[config.mk]
export PLATFORM = sky130hd
export DESIGN_NAME = clock_divider_bank_flat
export DESIGN_NICKNAME = d
export VERILOG_FILES = /design/src/rtl/clock_divider_bank_pkg.sv /design/src/rtl/clock_divider_bank_if.sv /design/src/rtl/clock_divider_bank_channel.sv /design/src/rtl/clock_divider_bank.sv /design/src/flat_wrapper.sv
export SDC_FILE = /design/constraint.sdc
export NUM_CORES = 1
export LEC_CHECK = 0
export ABC_AREA = 1
export CORE_ASPECT_RATIO = 1.75
export CORE_MARGIN = 10
export CORE_UTILIZATION = 41
export DETAILED_ROUTE_END_ITERATION = 16
export MAX_ROUTING_LAYER = met4
export PLACE_DENSITY = 0.57
export REMOVE_ABC_BUFFERS = 1
export SLEW_MARGIN = 20
export SYNTH_ARGS = -nofsm -noshare
export SYNTH_HDL_FRONTEND = slang
export SYNTH_HIERARCHICAL = 1
export SYNTH_SLANG_ARGS = --single-unit
[constraint.sdc]
create_clock -name clock -period 2.6 [get_ports clock]
set_input_delay 0.39 -clock clock [delete_from_list [all_inputs] [get_ports clock]]
set_output_delay 0.39 -clock clock [all_outputs]
set_load 0.005 [all_outputs]
[src/rtl/clock_divider_bank_pkg.sv]
// Shared defaults and helpers for the clock divider bank.
// Holds the channel/count sizing and the per-channel reset half-period rule.
package clkdiv_pkg;

  localparam int NUM_CH_DEF = 4;
  localparam int CNT_W_DEF  = 8;
  localparam int CH_W       = 4;

  // Channel i starts at 2^i, clamped to the largest power of two the counter can hold.
  function automatic int unsigned reset_half(int unsigned ch, int unsigned cnt_w);
    if (ch >= cnt_w - 1) return 32'd1 << (cnt_w - 1);
    return 32'd1 << ch;
  endfunction

endpackage

[src/rtl/clock_divider_bank_if.sv]
// Configuration request channel: valid/ready handshake carrying a channel index and half-period.
// The master presents a request; the bank accepts it on any cycle where both valid and ready are high.
interface clock_divider_bank_if import clkdiv_pkg::*; #(
  parameter int CNT_W = CNT_W_DEF
);

  logic             cfg_valid;
  logic             cfg_ready;
  logic [CH_W-1:0]  cfg_ch;
  logic [CNT_W-1:0] cfg_half;

  modport master (output cfg_valid, cfg_ch, cfg_half, input cfg_ready);
  modport slave  (input cfg_valid, cfg_ch, cfg_half, output cfg_ready);

endinterface

[src/rtl/clock_divider_bank_channel.sv]
// One divided-clock channel: half-period counter, toggle, registered rising-edge tick.
// A pending half-period is taken only on the falling toggle (or an align), so no pulse is ever cut short.
module clkdiv_channel import clkdiv_pkg::*; #(
  parameter int CNT_W = CNT_W_DEF,
  parameter int CH    = 0
) (
  input  logic             clock,
  input  logic             reset,
  input  logic             align_i,
  input  logic             upd_vld_i,
  input  logic [CNT_W-1:0] upd_half_i,
  output logic             clk_o,
  output logic             tick_o,
  output logic             applied_o
);

  localparam logic [CNT_W-1:0] RST_HALF = CNT_W'(reset_half(CH, CNT_W));
  localparam logic [CNT_W-1:0] ONE      = CNT_W'(1);

  logic [CNT_W-1:0] h_q, h_d;
  logic [CNT_W-1:0] cnt_q, cnt_d;
  logic             clk_q, clk_d;
  logic             tick_q, tick_d;
  logic             wrap;

  always_comb begin
    wrap      = (cnt_q == h_q - ONE);
    h_d       = h_q;
    cnt_d     = wrap ? '0 : cnt_q + ONE;
    clk_d     = wrap ? ~clk_q : clk_q;
    tick_d    = wrap & ~clk_q;
    applied_o = upd_vld_i & ((wrap & clk_q) | align_i);
    if (applied_o) h_d = upd_half_i;
    // Align restarts every channel from the low phase with no tick.
    if (align_i) begin
      cnt_d  = '0;
      clk_d  = 1'b0;
      tick_d = 1'b0;
    end
  end

  always_ff @(posedge clock) begin
    if (reset) begin
      h_q    <= RST_HALF;
      cnt_q  <= '0;
      clk_q  <= 1'b0;
      tick_q <= 1'b0;
    end else begin
      h_q    <= h_d;
      cnt_q  <= cnt_d;
      clk_q  <= clk_d;
      tick_q <= tick_d;
    end
  end

  assign clk_o  = clk_q;
  assign tick_o = tick_q;

endmodule

[src/rtl/clock_divider_bank.sv]
// Bank of NUM_CH divided clocks reprogrammed through a single pending slot; optional align input under CLKDIV_ALIGN_EN.
// cfg_ready is low while a request waits for its channel's falling edge; out-of-range channels are accepted and dropped.
module clock_divider_bank import clkdiv_pkg::*; #(
  parameter int NUM_CH = NUM_CH_DEF,
  parameter int CNT_W  = CNT_W_DEF
) (
  input  logic              clock,
  input  logic              reset,
`ifdef CLKDIV_ALIGN_EN
  input  logic              align_req,
`endif
  clock_divider_bank_if.slave cfg,
  output logic [NUM_CH-1:0] clk_out,
  output logic [NUM_CH-1:0] tick
);

  logic             pend_vld_q, pend_vld_d;
  logic [CH_W-1:0]  pend_ch_q, pend_ch_d;
  logic [CNT_W-1:0] pend_half_q, pend_half_d;
  logic [NUM_CH-1:0] applied;
  logic             align_w;
  logic             ch_ok;

`ifdef CLKDIV_ALIGN_EN
  assign align_w = align_req;
`else
  assign align_w = 1'b0;
`endif

  assign cfg.cfg_ready = ~pend_vld_q;
  assign ch_ok         = (int'(cfg.cfg_ch) < NUM_CH);

  always_comb begin
    pend_vld_d  = pend_vld_q;
    pend_ch_d   = pend_ch_q;
    pend_half_d = pend_half_q;
    if (|applied) pend_vld_d = 1'b0;
    if (cfg.cfg_valid && !pend_vld_q && ch_ok) begin
      pend_vld_d  = 1'b1;
      pend_ch_d   = cfg.cfg_ch;
      pend_half_d = (cfg.cfg_half == '0) ? CNT_W'(1) : cfg.cfg_half;
    end
  end

  always_ff @(posedge clock) begin
    if (reset) begin
      pend_vld_q  <= 1'b0;
      pend_ch_q   <= '0;
      pend_half_q <= '0;
    end else begin
      pend_vld_q  <= pend_vld_d;
      pend_ch_q   <= pend_ch_d;
      pend_half_q <= pend_half_d;
    end
  end

  for (genvar i = 0; i < NUM_CH; i++) begin : g_ch
    clkdiv_channel #(
      .CNT_W (CNT_W),
      .CH    (i)
    ) u_ch (
      .clock      (clock),
      .reset      (reset),
      .align_i    (align_w),
      .upd_vld_i  (pend_vld_q && (pend_ch_q == CH_W'(i))),
      .upd_half_i (pend_half_q),
      .clk_o      (clk_out[i]),
      .tick_o     (tick[i]),
      .applied_o  (applied[i])
    );
  end

endmodule
[src/flat_wrapper.sv]
// flat-port wrapper written by rule: the top's interface ports become plain ports
module clock_divider_bank_flat import clkdiv_pkg::*;
#(
  parameter int NUM_CH = NUM_CH_DEF,
  parameter int CNT_W  = CNT_W_DEF
)
  (clock, reset, clk_out, tick, cfg_cfg_valid, cfg_cfg_ch, cfg_cfg_half, cfg_cfg_ready);
  clock_divider_bank_if #(.CNT_W(CNT_W)) cfg_i ();
  input  logic clock;
  input  logic reset;
  output logic [NUM_CH-1:0] clk_out;
  output logic [NUM_CH-1:0] tick;
  input wire logic [$bits(cfg_i.cfg_valid)-1:0] cfg_cfg_valid;
  input wire logic [$bits(cfg_i.cfg_ch)-1:0] cfg_cfg_ch;
  input wire logic [$bits(cfg_i.cfg_half)-1:0] cfg_cfg_half;
  output wire logic [$bits(cfg_i.cfg_ready)-1:0] cfg_cfg_ready;
  assign cfg_i.cfg_valid = cfg_cfg_valid;
  assign cfg_i.cfg_ch = cfg_cfg_ch;
  assign cfg_i.cfg_half = cfg_cfg_half;
  assign cfg_cfg_ready = cfg_i.cfg_ready;
  clock_divider_bank #(.NUM_CH(NUM_CH), .CNT_W(CNT_W)) u_core (.clock(clock), .reset(reset), .cfg(cfg_i), .clk_out(clk_out), .tick(tick));
endmodule
After elaboration in Yosys (flattened, before gate mapping)
Index checks and enable logic that the tools add are counted.
Word-level totals
  output and inout bits: 9
  register bits after elaboration: 85
  logic and storage cells: 70
  bits of input ports: 15
Operators by class
  multiplexer cells: 3
  add/subtract/negate cells: 8
  equal/unequal tests: 7
  reductions and logical operators: 15
  magnitude comparators: 1
  bitwise gates (word level): 17
Operator list (count)
  8-bit by 1-bit adder with 8-bit output (second input constant): 4
  8-bit == test: 4
  8-bit by 1-bit subtractor with 8-bit output (second input constant): 4
  1-bit bitwise AND: 12
  4-bit by 2-bit == test with 1-bit output (second input constant): 2
  8-bit logical NOT: 1
  8-bit two-way mux: 1
  2-bit OR reduction: 4
  1-bit logical AND: 6
  1-bit inverter: 5
  4-bit by 1-bit == test with 1-bit output (second input constant): 1
  4-bit logical NOT: 1
  4-bit by 3-bit less-than comparator with 1-bit output (second input constant): 1
  4-bit OR reduction: 1
  1-bit two-way mux: 2
  2-bit nonzero test: 1
  1-bit logical NOT: 1

Depth between registers and ports, before layout
Gate-level depths: netlist of the first run.
  word-level depth: 7
  depth in mapped cells: 15
  depth with buffers taken out: 15

Modules after synthesis
The synthesis of the first run kept the hierarchy.
By module, submodules not included
  clkdiv_channel at u_core.g_ch[0].u_ch ...: sequential area each 360.3 µm², cells each 180, times used 2, area an instance 1088.5 µm²
  clkdiv_channel at u_core.g_ch[2].u_ch: sequential area each 360.3 µm², cells each 180, times used 1, area an instance 1114.8 µm²
  clkdiv_channel at u_core.g_ch[1].u_ch: sequential area each 360.3 µm², cells each 180, times used 1, area an instance 1089.8 µm²
  clock_divider_bank: sequential area each 260.2 µm², cells each 80, times used 1, area an instance 586.8 µm²

Worst setup path after synthesis of the first run
Ideal clock, no wire load.
  kind: flip-flop to flip-flop
  start point: reg u_core.g_ch[2].u_ch.h_q[0]
  end point: reg u_core.pend_vld_q
  period minus slack after synthesis: 1.754 ns
  library setup time: 0.131 ns
  cell stages (with the launch flop): 15
  arrival time: 1.623 ns
  slack: 0.846 ns
  required time: 2.469 ns
  path buffers: 0
  cell sequence: dfxtp_1 inv_2 ha_1 inv_1 nand2_1 nand2_1 nor2_2 nand4_1 nor2_2 nand4_2 nand2_4 nand2_1 inv_1 nand3b_1 a21oi_2
Between the ends
  longest elaborated chain between the ends: 6
Ends and longest elaborated chain
  from (decl): RTL line clock_divider_bank_channel.sv:20  | logic [CNT_W-1:0] h_q, h_d;
  from (signal assigned): RTL line clock_divider_bank_channel.sv:44  | h_q <= RST_HALF;
  from (signal assigned): RTL line clock_divider_bank_channel.sv:49  | h_q <= h_d;
  8-bit by 1-bit subtractor with 8-bit output: RTL line clock_divider_bank_channel.sv:27  | wrap = (cnt_q == h_q - ONE);
  8-bit == test: RTL line clock_divider_bank_channel.sv:27
  1-bit bitwise AND (2 in series): RTL line clock_divider_bank_channel.sv:32  | applied_o = upd_vld_i & ((wrap & clk_q) | align_i);
  net u_core.applied[2]: RTL line clock_divider_bank.sv:20  | logic [NUM_CH-1:0] applied;
  4-bit OR reduction: RTL line clock_divider_bank.sv:37  | if (|applied) pend_vld_d = 1'b0;
  2-bit nonzero test (no line)
  to (signal assigned): RTL line clock_divider_bank.sv:51  | pend_vld_q <= pend_vld_d;
  to (decl): RTL line clock_divider_bank.sv:17  | logic pend_vld_q, pend_vld_d;
The timed path passes the listed nets, and every way through them passes these cells.
A chain may end at the register's enable or synchronous reset.

Worst setup path in the final report of the first run
  start point: reg u_core.g_ch[0].u_ch.h_q[0]
  end point: reg u_core.pend_vld_q
Between the ends
  longest elaborated chain between the ends: 6
Ends and longest elaborated chain (RTL line)
  from (decl): clock_divider_bank_channel.sv:20
  from (signal assigned): clock_divider_bank_channel.sv:44
  from (signal assigned): clock_divider_bank_channel.sv:49
  8-bit by 1-bit subtractor with 8-bit output: clock_divider_bank_channel.sv:27
  8-bit == test: clock_divider_bank_channel.sv:27
  1-bit bitwise AND (2 in series): clock_divider_bank_channel.sv:32
  net u_core.applied[0]: clock_divider_bank.sv:20
  4-bit OR reduction: clock_divider_bank.sv:37
  2-bit nonzero test (no line)
The timed path passes the listed nets, and every way through them passes these cells.

==> results of run 1 <==
[how the worst max path moves through the flow]
| stage | start | to | slack, ns | cells after the start |
|---|---|---|---|---|
| 3_3_place_gp | u_core/g_ch[2].u_ch/h_q[0]$_SDFFE_PP0P_ | u_core/pend_vld_q$_SDFFE_PP0P_ | 0.56 | 14 |
| 2_1_floorplan | u_core/pend_ch_q[3]$_SDFFE_PP0P_ | u_core/pend_vld_q$_SDFFE_PP0P_ | 0.15 | 6 |
| 5_1_grt | u_core/g_ch[2].u_ch/h_q[0]$_SDFFE_PP0P_ | u_core/pend_vld_q$_SDFFE_PP0P_ | 0.28 | 14 |
| 4_1_cts | u_core/g_ch[2].u_ch/h_q[0]$_SDFFE_PP0P_ | u_core/pend_vld_q$_SDFFE_PP0P_ | 0.53 | 14 |
| 6_report | u_core/g_ch[0].u_ch/h_q[0]$_SDFFE_PP1P_ | u_core/pend_vld_q$_SDFFE_PP0P_ | 0.52 | 15 |
| 3_5_place_dp | u_core/g_ch[2].u_ch/h_q[0]$_SDFFE_PP0P_ | u_core/pend_vld_q$_SDFFE_PP0P_ | 0.54 | 14 |
[layer usage]
metal  vias up  global-route usage [%]
li1       2497                       -
met1      2014                    15.7
met2        63                    23.7
met3        21                    3.08
met4         0                    5.84
met5         -                       -
[final cells by class]
class | count | area [um2] | share of cell area [%]
Multi-Input combinational cell | 558 | 2640 | 47.0
Sequential cell | 85 | 1700 | 30.3
Inverter | 148 | 556 | 9.88
Timing Repair Buffer | 29 | 275 | 4.90
Clock buffer | 10 | 229 | 4.07
Tap cell | 137 | 171 | 3.05
Clock inverter | 6 | 48.8 | 0.868
[logic make-up after synthesis]
logic type | count (synthesis) | synth area share [%]
AND/OR/NAND/NOR | 472 | 41.0
buffers and inverters | 164 | 13.7
flip-flops | 85 | 34.2
AO/OA/AOI/OAI | 50 | 5.44
XOR/XNOR | 20 | 3.53
adder cells (fa/ha/maj) | 8 | 2.01
other | 1 | 0.0755
[placed cells by master, fill, tap and decap left out, types with 6 or more instances in the layout]
master           Yosys  final
nand2_1            218    218
inv_1              141    141
nor2_1             117    117
nand3_1             86     86
dfxtp_1             85     85
a21oi_1             38     38
clkdlybuf4s50_1      0     23
nor2_2              15     15
xnor2_1             12     12
nor3_1              12     12
clkbuf_16            0      9
xor2_1               8      8
conb_1               1      8
ha_1                 8      8
inv_2                7      7
nand2_2              6      6
buf_4                0      6
[worst register-to-register path: stages, from the launching register on]
cell	delay (ns)
dfxtp_1	0.41
inv_1	0.11
ha_1	0.31
inv_1	0.04
nand2_1	0.04
nand2_1	0.04
nor2_1	0.11
nand4_1	0.11
nor2_2	0.14
nand4_2	0.12
nand2_4	0.17
nand2_1	0.09
inv_1	0.08
nor2_1	0.05
nand3b_1	0.09
a21oi_2	0.05
[power by group]
part | internal, mW | switching, mW
clock network | 0.654 | 0.539
registers | 1.33 | 0.0306
logic | 0.0995 | 0.158
total | 2.08 | 0.727
[metrics by stage]
step | power (mW) | utilization (%)
after floorplan | 1.55 | -
after global placement | 1.64 | 44.8
after detailed placement | 1.65 | 44.8
after CTS | 2.86 | 47.1
after global routing | 2.94 | 47.1
final | 2.81 | 47.1
[sequential cells by signal, summed over array words and instances (netlist names)]
register                 flops
u_core/g_ch.u_ch/cnt_q      32
u_core/g_ch.u_ch/h_q        32
u_core/pend_half_q           8
u_core/g_ch.u_ch/clk_o       4
u_core/g_ch.u_ch/tick_o      4
u_core/pend_ch_q             4
u_core/pend_vld_q            1
==> metrics, run 1 <==
CTS root buffer=clkbuf_16; worst-path cell chain=inv_1 > ha_1 > inv_1 > nand2_1 > nand2_1 > nor2_1 > nand4_1 > nor2_2 > nand4_2 > nand2_4 > nand2_1 > inv_1 > nor2_1 > nand3b_1 > a21oi_2; VDD IR max=0.000331 V; synthesis-stage register bit count=85; worst r2r path cells=15; DP Area=0.00534 mm2; hold path endpoint=u_core/pend_ch_q[3]$_SDFFE_PP0P_; Most used DFF post-synth=dfxtp_1; GRT Overall Usage=14.2%; RR Endpoint=u_core/pend_vld_q$_SDFFE_PP0P_; min Tclk post-route=2.08 ns; unrepaired setup endpoints after global routing=no; worst skew pair latency=0.34 ns; # H-tree levels=3; MaxCap Viol Count=0; max-slew violations=0; # resized after CTS=0; Worst-path clk slew=0.06 ns; Post-synth EDFFs=0; Slowest-stage cell, CP=dfxtp_1; Final Skew=0.00799 ns; WHS Path Cells=2; clock sinks=85; Met1 Wirelength=4.77 mm; type of origin of the critical path=flip-flop; critical path's top delay family=simple AND/OR/NAND/NOR gates; Core Region=0.0119 mm2; fillers=1,298; routed wire length=11.1 mm; reg2reg start=u_core/g_ch[0].u_ch/h_q[0]$_SDFFE_PP1P_; hold path startpoint=u_core/pend_ch_q[3]$_SDFFE_PP0P_; Post-Synthesis Cells=800; Post-DP HPWL=8.79 mm; CP max stage delay=0.41 ns; Mapped Area=0.00497 mm2; DP Cell Count=957; most instantiated cells after synthesis=218 x nand2_1, 141 x inv_1, 117 x nor2_1; clock buffer depth=2; Max Used Layer=met4; grt ovf=0; Die ar.=0.0171 mm2; post-route insts no fill=973; fmax=481 MHz; 1st-iter DRT viols=164; final hold viol count=0; CP Buf/Inv Count=3; Worst Path Required=2.82 ns; via count=4,595; final cycle utilization of the critical path=80.0%; Post-CTS Setup Bufs=0; dominant cell type by area after synthesis=dfxtp_1; nets=854; layout cell share with drive strength beyond 1=7.78%; Synth top area share=34.2%; I/O pins=24; fin area=0.00562 mm2; Setup WS post-layout=0.519 ns; sequential cell area fraction in the yosys report=34.2%; Die Height=166 um; PD cells=500 mW/mm2; largest net degree at the start of global routing=22; Critical Path Fanout Max=16; Final TNS setup=0 ns; Area Growth Syn to Fin=13.1%; most frequent cell after synthesis=nand2_1; die width=103 um; Synth cell types=29; dpl ws=0.542 ns; CTS Hold Bufs=0; first-pass GRT wire length=19.4 mm; Worst setup EP type=flip-flop; RePlAce Congestion=0.815; Ant. Diodes=0; final hold slack=0.437 ns; Routed Antenna Nets=0; outcome=finished clean; WS Path Type=reg2reg; PortBufs=23; wire per inst=11.4 um; Met3 Wirelength=341 um; Initial Utilization=41.6%; static leakage=2.44 nW; average cell area after synthesis=6.21 um2; min-delay worst type=reg2reg; Arrival @ worst endpoint=2.30 ns; CTS Buf Count=9; final setup violation count=0; R2R setup slack=0.52 ns; Syn. warnings=6; met2 wire len=5.65 mm; vias in the first global route=4,373; router iterations before antenna repair=4; antenna violations before repair=0; average via count per standard cell=4.72; synth top area cells=dfxtp_1 34%, nand2_1 16%, inv_1 11%; site row count=53; drt drc=0; CTS tree=built; Async S/R FF share, synth=0%
Note: power is estimated with default switching activity, not from simulation.
==> inputs of run 2 (changes only) <==
--- a/config.mk
+++ b/config.mk
@@ -11,7 +11,7 @@
 export CORE_UTILIZATION = 41
 export DETAILED_ROUTE_END_ITERATION = 16
 export MAX_ROUTING_LAYER = met4
-export PLACE_DENSITY = 0.57
+export PLACE_DENSITY = 0.59
 export REMOVE_ABC_BUFFERS = 1
 export SLEW_MARGIN = 20
 export SYNTH_ARGS = -nofsm -noshare
==> constraint.sdc (replaced) <==
create_clock -name clock -period 1.65 [get_ports clock]
set_input_delay 0.2475 -clock clock [delete_from_list [all_inputs] [get_ports clock]]
set_output_delay 0.2475 -clock clock [all_outputs]
set_load 0.005 [all_outputs]
==> metrics, run 2 (same netlist as run 1, synthesis figures left out) <==
outcome=finished with violations; failing checks=setup timing; layout cell share with drive strength beyond 1=26.0%; CTS tree=built; worst-path cell chain=inv_2 > ha_4 > inv_2 > nand2_1 > nand2_1 > nor2_1 > nand4_1 > nor2_2 > nand4_2 > nand2_4 > nand2_4 > inv_2 > nor2_2 > nand3b_1 > a21oi_2; DP Cell Count=993; Clock Power Share=42.5%; Initial Utilization=41.6%; vias in the first global route=4,775; unrepaired setup endpoints after global routing=yes; min-delay worst type=reg2reg; Post-DP HPWL=8.92 mm; router iterations before antenna repair=4; critical path depth=15; most frequent CP cell=inv_2; clock buffer depth=2; sequential standard cell area=0.00171 mm2; critical path's top delay family=simple AND/OR/NAND/NOR gates; Arrival @ worst endpoint=2.00 ns; 1st-iter DRT viols=112; Core Region=0.0119 mm2; fmax=565 MHz; type of origin of the critical path=flip-flop; GRT Overall Usage=15.0%; wire per inst=12.1 um; Slowest-stage cell, CP=dfxtp_2; PortBufs=23; Slew headroom=58.7%; routed wire length=12.2 mm; Die Height=166 um; Worst-path clk slew=0.07 ns; worst r2r path cells=15; actual slew at the worst max-slew pin=0.615 ns; Worst setup EP type=flip-flop; MaxCap Viol Count=0; Critical Path Fanout Max=3; switching share of power=26.4%; Routed Antenna Nets=0; final hold slack=0.448 ns; most frequent cells in the layout=198 x nand2_1, 128 x inv_1, 88 x nor2_1; Setup WS post-layout=-0.121 ns; CP Buf/Inv Count=3; drt drc=0; CTS Buf Count=9; top flop regs=u_core/g_ch.u_ch/cnt_q: 32 flops, u_core/g_ch.u_ch/h_q: 32 flops, u_core/pend_half_q: 8 flops; static leakage=2.76 nW; Combinational Power Share=13.3%; WS Path Type=reg2reg; grt ovf=0; via count=4,866; commonest non-fill, non-tap cell in the layout=nand2_1; die width=103 um; sw power=1.28 mW; max-slew violations=0; first-pass GRT wire length=20.6 mm; min Tclk post-route=1.77 ns; power share of the sequential group=44.2%; RePlAce Congestion=0.828; Final Skew=0.0101 ns; Final TNS setup=-3.44 ns; PD cells=730 mW/mm2; final hold viol count=0; post-route insts no fill=1,014; largest net degree at the start of global routing=17; Worst Path Required=1.88 ns; Pint=3.57 mW; Die ar.=0.0171 mm2; WHS Path Cells=2; CTS root buffer=clkbuf_16; I/O pins=24; fillers=1,158; nets=895; VDD IR max=0.000508 V; multi-input logic area=0.00317 mm2; antenna violations before repair=0; CP max stage delay=0.34 ns; clock sinks=85; Area Growth Syn to Fin=33.8%; final setup violation count=64; Pwr Total=4.85 mW; worst skew pair latency=0.34 ns; Ant. Diodes=0; final cycle utilization of the critical path=107%; # H-tree levels=3; site row count=53; average via count per standard cell=4.80
[run 2: changes by cell type in the layout (fill, tap and decap cells not counted), moves of 8 or more]
| cell | before | now |
|---|---|---|
| nor2_4 | 0 | 11 |
| inv_1 | 141 | 128 |
| buf_6 | 0 | 13 |
| inv_2 | 7 | 20 |
| nor2_2 | 15 | 33 |
| nand3_1 | 86 | 51 |
| nand2_1 | 218 | 198 |
| nand3_2 | 0 | 30 |
| nand2_2 | 6 | 19 |
| dfxtp_1 | 85 | 77 |
| dfxtp_2 | 0 | 8 |
| buf_4 | 6 | 25 |
| nor2_1 | 117 | 88 |
[run 2: worst paths after layout]
path	slack, ns	end	from
worst min-delay path	0.45	u_core/pend_ch_q[2]$_SDFFE_PP0P_	u_core/pend_ch_q[2]$_SDFFE_PP0P_
worst max-delay path	-0.12	u_core/pend_vld_q$_SDFFE_PP0P_	u_core/g_ch[1].u_ch/h_q[1]$_SDFFE_PP1P_
worst max register to register	-0.12	u_core/pend_vld_q$_SDFFE_PP0P_	u_core/g_ch[1].u_ch/h_q[1]$_SDFFE_PP1P_
worst min register to register	0.45	u_core/pend_ch_q[2]$_SDFFE_PP0P_	u_core/pend_ch_q[2]$_SDFFE_PP0P_
[run 2: per-layer routing]
layer	share of wire (%)	GRT usage, %
met5	0	-
met2	54	26.0
met3	2.5	2.96
met4	2.3	5.90
met1	41	16.0
[run 2: what timing repair did]
action / 4_1_cts / 5_1_grt
hold buffers: 0 / 0
pin swaps: 29 / 23
gates resized for setup: 82 / 84
gates cloned: 0 / 1
setup endpoints to repair: 70 / 73
buffers inserted: 2 / 3
[run 2: worst min-delay path: stages, from the launching register on]
cell and delay, ns:
dfxtp_1 0.31, nand2_1 0.06, nor2_1 0.03
[run 2: stage by stage]
step | setup WS, ns | area [um2] | utilization (%)
after floorplan | -0.803 | 4870 | -
after global placement | -0.198 | 5680 | 47.5
after detailed placement | -0.211 | 5680 | 47.5
after CTS | -0.174 | 6300 | 52.8
after global routing | -0.245 | 6650 | 55.7
final | -0.121 | 6650 | 55.7
[run 2: power groups by stage]
stage	Sequential, mW	Clock (mW)	Combinational (mW)
final	2.14	2.06	0.644
after global routing	2.15	2.19	0.712
after CTS	2.14	2.12	0.593
after detailed placement	2.19	0	0.510
after global placement	2.19	0	0.502
after floorplan	2.17	0	0.272
[run 2: layout make-up]
cell class / instances / area share (%)
multi-input cells: 558 / 47.7
repair buffers: 70 / 11.1
clock buffers: 9 / 3.39
inverters: 148 / 8.36
flip-flops and latches: 85 / 25.7
clock inverters: 7 / 1.13
well taps: 137 / 2.58
==> inputs of run 3 (changes only) <==
--- a/config.mk
+++ b/config.mk
@@ -10,6 +10,7 @@
 export CORE_MARGIN = 10
 export CORE_UTILIZATION = 41
 export DETAILED_ROUTE_END_ITERATION = 16
+export HOLD_SLACK_MARGIN = 0.06
 export MAX_ROUTING_LAYER = met4
 export PLACE_DENSITY = 0.59
 export REMOVE_ABC_BUFFERS = 1
==> results of run 3 <==
Final layout, timing and power as in run 2 (identical DEF).
